$ cat config.mk
export PLATFORM = sky130hd
export DESIGN_NAME = store_commit_queue
export DESIGN_NICKNAME = d
export VERILOG_FILES = /design/src/rtl/store_commit_queue.sv
export SDC_FILE = /design/constraint.sdc
export NUM_CORES = 1
export LEC_CHECK = 0
export ABC_AREA = 1
export CAP_MARGIN = 20
export CELL_PAD_IN_SITES_DETAIL_PLACEMENT = 1
export CELL_PAD_IN_SITES_GLOBAL_PLACEMENT = 1
export CORE_MARGIN = 2
export CORE_UTILIZATION = 49
export CTS_BUF_LIST = sky130_fd_sc_hd__clkbuf_8
export DETAILED_ROUTE_END_ITERATION = 8
export PLACE_DENSITY_LB_ADDON = 0.1
export RECOVER_POWER = 25
export SYNTH_ARGS = -nofsm -noshare
export SYNTH_HDL_FRONTEND = slang
export SYNTH_SLANG_ARGS = --single-unit
export TNS_END_PERCENT = 5
$ cat constraint.sdc
create_clock -name clk -period 2.92 [get_ports clk]
set_clock_uncertainty 0.15 [all_clocks]
set_input_delay 0.438 -clock clk [delete_from_list [all_inputs] [get_ports clk]]
set_output_delay 0.438 -clock clk [all_outputs]
set_load 0.01 [all_outputs]
$ cat src/rtl/store_commit_queue.sv
// In-order queue of committed store tags draining to the D-cache one request at a time.
// Optional macro STORE_COMMIT_FAST_ISSUE_EN: an empty, idle queue launches a request in the commit cycle.
module store_commit_queue #(
    parameter int DEPTH = 8,
    parameter int TAG_W = 6
) (
    input  logic                       clk,
    input  logic                       rst,
    input  logic                       store_val,
    input  logic [TAG_W-1:0]           store_id,
    output logic                       scq_rdy,
    output logic                       mem_req_val,
    output logic [TAG_W-1:0]           mem_req_id,
    input  logic                       mem_req_rdy,
    input  logic                       mem_ack,
    input  logic                       cache_stall,
    output logic                       scq_empty,
    output logic [$clog2(DEPTH+1)-1:0] scq_count
);

    localparam int PTR_W = $clog2(DEPTH);
    localparam int CNT_W = $clog2(DEPTH + 1);
    localparam logic [CNT_W-1:0] FULL_COUNT = CNT_W'(DEPTH);
    localparam logic [CNT_W-1:0] ONE_COUNT  = CNT_W'(1);

    typedef enum logic [1:0] {
        IDLE = 2'd0,
        REQ  = 2'd1,
        WAIT = 2'd2
    } state_t;

    state_t             state;
    state_t             state_next;
    logic [TAG_W-1:0]   mem [DEPTH];
    logic [PTR_W-1:0]   head;
    logic [PTR_W-1:0]   tail;
    logic [CNT_W-1:0]   count;
    logic               push;
    logic               pop;

    // A commit while full is dropped rather than overwriting an older store.
    assign push = store_val && scq_rdy;
    assign pop  = (state == WAIT) && mem_ack;

    assign scq_rdy     = (count < FULL_COUNT);
    assign scq_count   = count;
    assign scq_empty   = (count == '0) && (state == IDLE);
    assign mem_req_val = (state == REQ);
    assign mem_req_id  = mem_req_val ? mem[head] : '0;

    always_ff @(posedge clk) begin
        if (push) begin
            mem[tail] <= store_id;
        end
    end

    // Pointers wrap naturally because DEPTH is a power of two.
    always_ff @(posedge clk) begin
        if (rst) begin
            head  <= '0;
            tail  <= '0;
            count <= '0;
            state <= IDLE;
        end else begin
            state <= state_next;
            if (push) begin
                tail <= tail + 1'b1;
            end
            if (pop) begin
                head <= head + 1'b1;
            end
            case ({push, pop})
                2'b10:   count <= count + 1'b1;
                2'b01:   count <= count - 1'b1;
                default: count <= count;
            endcase
        end
    end

    always_comb begin
        state_next = state;
        case (state)
            IDLE: begin
`ifdef STORE_COMMIT_FAST_ISSUE_EN
                if ((count != '0 || push) && !cache_stall) begin
                    state_next = REQ;
                end
`else
                if (count != '0 && !cache_stall) begin
                    state_next = REQ;
                end
`endif
            end
            REQ: begin
                if (mem_req_rdy) begin
                    state_next = WAIT;
                end
            end
            WAIT: begin
                // The popped entry is still counted here, so one left means empty after the ack.
                if (mem_ack) begin
                    state_next = (count != ONE_COUNT && !cache_stall) ? REQ : IDLE;
                end
            end
            default: state_next = IDLE;
        endcase
    end

    a_no_commit_when_full: assert property (@(posedge clk) disable iff (rst)
        !(store_val && !scq_rdy));

endmodule

# Word-level counts from Yosys, hierarchy flattened
# Memory sizes are Yosys's and may differ from the RTL's. A register that Yosys moved wholly into a read port is not among the register bits.
# Index checks and enable logic that the tools add are counted.
[word_totals]
n_memories = 1
output_inout_bits = 13
register_bits = 12
ram_bits = 48
wordCells = 40
inputBits = 12
[classes]
muxes = 11
n_lt_le_gt_ge = 1
n_eq_ne = 8
n_reduce_logical = 11
addsub = 4
[mem_list]
columns = ["name", "depth", "word_bits", "rd", "rd_ports_with_merged_regs", "write_ports", "line_no", "source"]
rows = [
  ["mem", 8, 6, 1, 1, 1, "34", "logic [TAG_W-1:0] mem [DEPTH];"],
]
[ops]
columns = ["op", "count"]
rows = [
  ["$pmux 4 s2", 1],
  ["$add 3x1->3 const B", 2],
  ["$mux 2", 3],
  ["$mux 3", 2],
  ["$mux 6", 1],
  ["$pmux 2 s3", 1],
  ["$logic_and 1x1->1", 5],
  ["$add 4x1->4 const B", 1],
  ["$eq 2x1->1 const B", 2],
  ["$eq 2x2->1 const B", 2],
  ["$logic_not 4->1", 1],
  ["$lt 4x4->1 const B", 1],
  ["$ne 2x1->1 const B", 2],
  ["$ne 4x1->1 const B", 1],
  ["$reduce_bool 4->1", 1],
  ["$sub 4x1->4 const B", 1],
  ["$mux 1", 3],
  ["$reduce_and 3->1", 1],
  ["$logic_not 2->1", 1],
  ["$ne 2x2->1 const B", 1],
  ["$reduce_bool 2->1", 1],
  ["$logic_not 1->1", 1],
]

# Depth between registers and ports, before layout
# Gate-level depths: netlist (run 1).
[logic_depth]
depth_word = 5
depth_mapped = 9
ltp_nobuf = 9

# Worst setup path after synthesis (run 1)
# OpenSTA, ideal clock, no wires.
[synth_timing]
path_type = "register -> output"
from = "reg with a tool-made name"
to = "out mem_req_id[0]"
path_stages_with_launch = 8
path_buffers = 1
arrival_time_ps = 989
path_slack_ps = 1343
required_time_ps = 2332
path_cell_list = "dfxtp_1 inv_2 buf_6 nand2_1 nand3_1 nand3_1 nand2_1 nor2_1"
[synth_lines]
columns = ["item", "line_no", "source"]
rows = [
  ["to (decl)", "13", "output logic [TAG_W-1:0] mem_req_id,"],
]

==> results of run 1 <==
## worst max-delay path: stages, from the launching register on
cell and delay [ns]:
sky130_fd_sc_hd__dfxtp_1 0.34, sky130_fd_sc_hd__inv_2 0.35, sky130_fd_sc_hd__nand2_1 0.10, sky130_fd_sc_hd__nand2_1 0.11
sky130_fd_sc_hd__nand2_1 0.06, sky130_fd_sc_hd__nand3_1 0.07, sky130_fd_sc_hd__nand2_1 0.05, sky130_fd_sc_hd__nor2_1 0.13
sky130_fd_sc_hd__clkdlybuf4s50_1 0.55
## cell type report
class                           instances  area, um2  share of cell area
Tap cell                               72       90.1              0.0275
Timing Repair Buffer                   30        285              0.0870
Multi-Input combinational cell        181        831               0.253
Inverter                               36        135              0.0412
Clock buffer                            9        124              0.0378
Sequential cell                        63       1740               0.531
Clock inverter                          7       73.8              0.0225
## Yosys cell counts (all sizes together)
cell and count:
nand2 66, nor2 51, nand3 19, nor3 1, a21oi 10, nand3b 2
buf 6, xor2 2, dfxtp 15, nand4 1, o211ai 1, clkbuf 1
edfxtp 48, inv 36, o21ai 21, ha 7
## stage by stage
step	cells	area [um2]
global placement	382	3080
global route	398	3280
detailed placement	382	3080
CTS	398	3280
floorplan	287	2760
finish	398	3280
## registers in the layout, indices dropped and copies added, names as in the netlist, named ones only
signal	cells
head	3
mem	48
scq_count	4
state	2
tail	3
## cells by family after synthesis
family	count (synthesis)	share of synthesized area
flops	63	0.632
xor+xnor	2	0.00636
buf+inv	43	0.0667
compound gates	32	0.0590
simple gates	140	0.204
fa+ha+maj	7	0.0318
## placed cells by master, fill, tap and decap left out, drive strengths merged
cell type	instances
a21oi	10
buf	6
bufinv	1
clkbuf	9
clkdlybuf4s50	20
clkinv	3
clkinvlp	3
dfxtp	15
dlygate4sd3	4
edfxtp	48
ha	7
inv	36
nand2	66
nand3	19
nand3b	2
nand4	1
nor2	51
nor3	1
o211ai	1
o21ai	21
xor2	2
## worst paths after layout
check	startpoint	end	cells after the start
worst max-delay path	flop	mem_req_id[3]	8
worst min-delay path	head[2]	head[2]	2
worst max register to register	scq_count[3]	mem[6][3]	5
worst min register to register	head[2]	head[2]	2
## power breakdown
| part | internal (W) | switching, W | total, W |
|---|---|---|---|
| sequential | 0.00100 | 0.0000298 | 0.00103 |
| combinational | 0.000156 | 0.000217 | 0.000373 |
| clock | 0.000393 | 0.000351 | 0.000744 |
| total | 0.00155 | 0.000598 | 0.00215 |
## per-layer routing
layer	vias to the layer above	wire length, um	share of wire	global-route usage
li1	1004	-	-	-
met1	984	2760	0.42	0.270
met2	46	3460	0.52	0.432
met3	19	221	0.033	0.0364
met4	0	193	0.029	0.122
met5	-	0	0	0
==> impl.org, run 1 <==
** Drt
- In this run the remaining antenna-violating nets after routing total 0.
- Using the TritonRoute via totals, the vias-per-cell ratio works out to 5.16.
- Vias :: just over 2000
- First-pass detailed-route iteration total :: 4
- The final layout contains routed wiring with a total length of 6630 um.
- For this block, the initial DRC count from the detailed router was roughly 160.
- Post-DR wirelength/cell :: 16.7 um
- # DRC :: 0

** STA
- For the finished layout, the period the worst path requires is between 2 and 3 ns.
- For the pin with the worst max-slew slack, the measured transition is 0.709 ns.
- In the finished design, the share of the clock period the worst path needs comes to 0.917.
- Setup violations remaining at the end of the flow were counted as 0.
- Final Hold Viols :: 0
- Setup repair after global routing left no endpoint under its margin.
- Post-route worst setup slack :: about 0.24 ns
- The final number of max-transition violations came to 0.
- Maximum frequency from static timing analysis :: around 370 MHz
- Final-layout worst hold slack :: ~0.33 ns
- Headroom to the max-slew limit :: 0.526
- Setup TNS :: 0 ns

** Clock network
- Clock-pin slew was measured on the worst setup and hold paths at roughly 0.07 ns.
- CTS tree :: done
- In this run the deepest clock path goes through 2 buffers.
- The cell sitting at the root of the clock tree is a sky130_fd_sc_hd__clkbuf_8.
- Once the clock tree was built, the resizer swapped 0 gates to a different size.
- Buffers inserted to repair hold after CTS numbered 0.
- Sinks on Clock Net :: 63
- Maximum level of the CTS H-tree :: 3
- In this run the post-CTS setup repair buffer count came out at 0.
- Total clock buffers created by CTS :: 9
- Clock latency on the worst-skew pair, taken at its later pin, is approximately 0.34 ns.

** Cells and area
- Measured on the finished design, the core utilization comes to 0.599.
- Antenna diode instance count :: 0
- Share of post-route cells with drive strength above 1 :: 0.0920
- Fill cell count :: roughly 640
- The area growth from synthesis to layout is 19.0%.
- # nets final :: 340

** Floorplan
- Vertical die dimension :: between 70 and 80 um
- Placeable core region :: between 5000 and 6000 um2
- Initial Utilization :: 0.504
- Row cnt :: 27
- Chip Width :: between 70 and 80 um
- The floorplan step defined a die boundary enclosing around 6200 um2.
- IO Pins :: 25

** Yosys
- Syn_nets :: 306
- Sequential cell area fraction in the yosys report :: 0.632
- In the synthesized netlist, the number of instances is between 200 and 300.
- The mapped netlist covers between 2000 and 3000 um2.
- Post-synthesis cell type with the largest combined area :: sky130_fd_sc_hd__edfxtp_1
- A synthesized cell averages just under 10 um2.
- Sorting the synthesized cells by area gives the leading types as sky130_fd_sc_hd__edfxtp_1, sky130_fd_sc_hd__dfxtp_1, sky130_fd_sc_hd__nand2_1, sky130_fd_sc_hd__nor2_1, sky130_fd_sc_hd__inv_1.
- Yosys printed 0 warnings.
- Share of Yosys cell area claimed by the top area cell type :: 0.523
- In this run, synthesis produced a sequential element count of 63.
- The synthesized netlist contains 21 unique library cells.

** Worst setup path
- Biggest fanout along the worst timing path :: 24
- STA puts the critical path data arrival time at approximately 2.1 ns.
- The critical path in this run is classified as flop to output port.
- The worst setup path is captured at an output port.
- Reg-to-reg setup timing slack :: 1.03 ns
- Data required time of the worst path :: roughly 2.3 ns
- Startpoint types :: flop

** Power
- Final Power :: about 0.0021 W
- Across the VDD grid, the largest voltage drop is a little under 0.0004 V.
- Power per cell area :: between 600 and 700 nW/um2
- Static Leakage :: ~1.3 nW

** Placed design
- Once detailed placement completed, the half-perimeter wirelength came to 4760 um.
- Buffers placed on the I/O ports in this run total 24.
- OpenSTA, run right after detailed placement, puts the worst setup slack at 0.495 ns.
- The congestion estimate from routability-driven global placement came to about 0.79.

** Global routing
- Entering global routing, the biggest net connects 25 pins.
- Via count of the first global-routing pass :: 2237
- Summed over all layers, the global routing overflow is 0.
- Global-route wire length before repair :: ~11000 um
- The number of antenna violations at the first check in global routing came to 0.
- For this run, the total global-route usage over all layers was measured as 0.238.

** Status
- The flow ran to the end, and the final reports show no timing, DRC or antenna violations.

** Min path
- The tightest min-delay check is of the flop to flop type.

** Run
- Number of maximum-capacitance constraint violations :: 0
(Power assumes the default switching activity.)
==> run 2, diff against run 1 <==
- CORE_UTILIZATION: 49 -> 50
- DONT_BUFFER_PORTS: unset -> 1
- HOLD_SLACK_MARGIN: unset -> 0.06
- SKIP_CTS_REPAIR_TIMING: unset -> 1
==> impl.org, run 2 (same netlist as run 1, synthesis figures left out) <==
** STA
- Dividing the final minimum period by the clock period gives 0.818.
- Setup violations remaining at the end of the flow were counted as 0.
- For the pin with the worst max-slew slack, the measured transition is 0.606 ns.
- The final-report hold violation count came to 0.
- For the final routed database, the setup TNS stands at 0 ns.
- Headroom to the max-slew limit came out at 0.594.
- The final number of max-transition violations is 0.
- Static timing analysis puts the maximum clock frequency at about 420 MHz.
- Unrepaired setup endpoints after global routing :: false
- After layout, the minimum clock period comes to 2.39 ns.

** Run
- Number of maximum-capacitance constraint violations :: 0

** Cells and area
- The register with the most flip-flops in the layout has 48 of them.
- # nets final :: 318
- Leading cell types in the layout, fill and taps excluded :: sky130_fd_sc_hd__nand2_1, sky130_fd_sc_hd__nor2_1, sky130_fd_sc_hd__edfxtp_1
- Leaving out fill and tap cells, the most frequent cell in the layout is sky130_fd_sc_hd__nand2_1.
- Area of the multi-input gates :: 831 um2
- The count of cells in the finished layout, fillers not included, comes to 376.
- Register with the highest flop count :: mem
- The area growth from synthesis to layout is 13.2%.
- Share of post-route cells with drive strength above 1 :: 0.0789
- Area taken by flip-flops and latches :: roughly 1700 um2
- Once layout is complete, the utilization of the core stands at 0.577.
- The repair_antennas step left the layout with diodes totalling 0.
- Fill cell count :: a little over 600

** Worst setup path
- In this run the number of cells on the critical path is 8.
- In this run the worst path has a maximum fanout of 25.
- Critical path's largest stage delay :: 0.34 ns
- The worst setup path is of the flop to output port kind.
- On the critical path, the stage with the largest delay is an instance of sky130_fd_sc_hd__inv_2.
- The worst register-to-register path begins at scq_count[3].
- The cell family contributing the most delay on the critical path is simple AND/OR/NAND/NOR gates.
- Most frequent cell on the critical path :: sky130_fd_sc_hd__nand2_1
- R2r worst-path depth :: 5
- Cells along the critical path :: buf_4 > inv_2 > nand2_1 > nand2_1 > nand2_1 > nand3_1 > nand2_1 > nor2_1
- CP arrival :: between 1.5 and 2 ns
- For the worst setup path, the data required time is about 2.3 ns.
- STA classifies the critical path endpoint as an output port.
- Startpoint types :: flop
- The setup check on the worst reg-to-reg path leaves a slack of about 0.95 ns.
- Buf/Inv on CP :: 2

** Clock network
- Total clock buffers created by CTS :: 9
- CTS placed an instance of sky130_fd_sc_hd__clkbuf_8 at the clock tree root.
- CTS tree :: done
- The clock tree synthesis step divided the H-tree into 3 levels.
- The clock drives 63 sinks.
- Max Root-Sink Buffers :: 2
- Clock input transition at the sequential cells of the worst setup and hold paths :: about 0.070 ns
- Insertion delay to the later sink of the worst-skew pair :: approximately 0.34 ns

** Floorplan
- Row cnt :: 27
- The floorplan step set the die width to 78.3 um.
- Die area :: between 6000 and 7000 um2
- The core region is ~5400 um2.
- For this design the top-level I/O count stands at 25.
- Initial Utilization :: 0.510
- Vertical die dimension :: approximately 78 um

** Drt
- After detailed routing, the number of remaining DRC violations is 0.
- Vias per cell :: about 5.2
- Sum of routed wire length over all layers :: ~6700 um
- The final route contains roughly 2000 vias.
- In the final routed layout, each cell accounts on average for between 15 and 20 um.
- First-pass detailed-route iteration total :: 4
- Residual antenna-violating net count after detailed routing :: 0
- For this block, the initial DRC count from the detailed router was roughly 130.

** Global routing
- Global-route wire length before repair :: 10400 um
- The via count of the first global-routing pass was 1944.
- Met1 Usage GRT :: 0.328
- The number of antenna violations at the first check in global routing is 0.
- Most congested layer reported by global routing :: met2
- Global route overflow :: 0
- In the global route stage, overall resource usage came out at 0.235.
- Met2 demand-to-capacity share in global routing :: 0.351
- Fraction of met3 tracks used by global routing :: 0.0471
- Entering global routing, the biggest net connects 26 pins.

** Power
- After layout, the design draws a total of between 0.002 and 0.0025 W.
- The internal portion of the total power is 0.00167 W.
- The worst-case IR drop observed on VDD is approximately 0.00053 V.
- Of the total power, the clock network draws 0.412.
- Power per cell area :: approximately 720 nW/um2
- Summed over all cells, the static leakage comes to roughly 1.2 nW.
- Switching power as a share of total power :: 0.258
- Total net switching power :: between 0.0005 and 0.0006 W
- Sequential power share :: 0.459
- Combinational share of power :: 0.129

** Placed design
- Input and output buffers added on the ports amount to 0.
- The HPWL after detailed placement is ~4500 um.
- Number of placed instances with taps included :: between 300 and 400
- RD Place Congestion :: 0.769

** Min path
- Counting instances, the worst hold path has a depth of 3.
- Hold crit path type :: input pin to flop
- The startpoint identified for the worst hold timing path is rst.

** Status
- The run finished with clean final reports.
[run 2: cell types whose count changed in the layout (fill, tap and decap cells not counted)]
cell                              previous run  this run
sky130_fd_sc_hd__buf_4                       6         1
sky130_fd_sc_hd__bufinv_16                   1         3
sky130_fd_sc_hd__clkbuf_8                    9        10
sky130_fd_sc_hd__clkdlybuf4s50_1            20         0
sky130_fd_sc_hd__clkinv_2                    0         1
sky130_fd_sc_hd__clkinv_4                    2         1
sky130_fd_sc_hd__clkinvlp_4                  3         0
sky130_fd_sc_hd__dlygate4sd3_1               4         7
sky130_fd_sc_hd__inv_1                      28        29
sky130_fd_sc_hd__inv_2                       8         7
[run 2: final cells by class]
cell class | count | share of cell area
Multi-Input combinational cell | 181 | 0.266
Clock buffer | 10 | 0.0441
Inverter | 36 | 0.0433
Clock inverter | 6 | 0.0345
Timing Repair Buffer | 8 | 0.0249
Tap cell | 72 | 0.0289
Sequential cell | 63 | 0.558
[run 2: layer usage]
metal	wire, um	share of wire
met1	3130	0.47
met3	292	0.044
met5	0	0
met4	143	0.021
met2	3130	0.47
[run 2: worst register-to-register path, cell delays in order (launching register included)]
cell,delay [ns]
sky130_fd_sc_hd__dfxtp_1,0.36
sky130_fd_sc_hd__inv_1,0.16
sky130_fd_sc_hd__nand2_1,0.18
sky130_fd_sc_hd__inv_2,0.12
sky130_fd_sc_hd__nand2_1,0.13
sky130_fd_sc_hd__nor2_1,0.50
[run 2: power groups by stage]
stage                     sequential, W  combinational [W]  clock, W
after floorplan                 0.00105           0.000217         0
after global placement          0.00105           0.000264         0
after detailed placement        0.00105           0.000270         0
after CTS                       0.00103           0.000274  0.000935
after global routing            0.00104           0.000330  0.000975
final                           0.00103           0.000291  0.000930
[run 2: per-stage QoR]
stage          cell area [um2]  worst slack [ns]  hold WS (ns)
3_5_place_dp              2810             0.887         0.335
5_1_grt                   3120             0.365         0.140
2_1_floorplan             2760              1.34         0.283
4_1_cts                   3050             0.512      -0.00615
3_3_place_gp              2810             0.931         0.301
6_report                  3120             0.533         0.135
[run 2: path summary, 6_finish.rpt]
| path | to |
|---|---|
| setup / recovery | mem_req_id[3] |
| hold / removal | state[0] |
| setup reg to reg | mem[4][5] |
| hold reg to reg | head[2] |
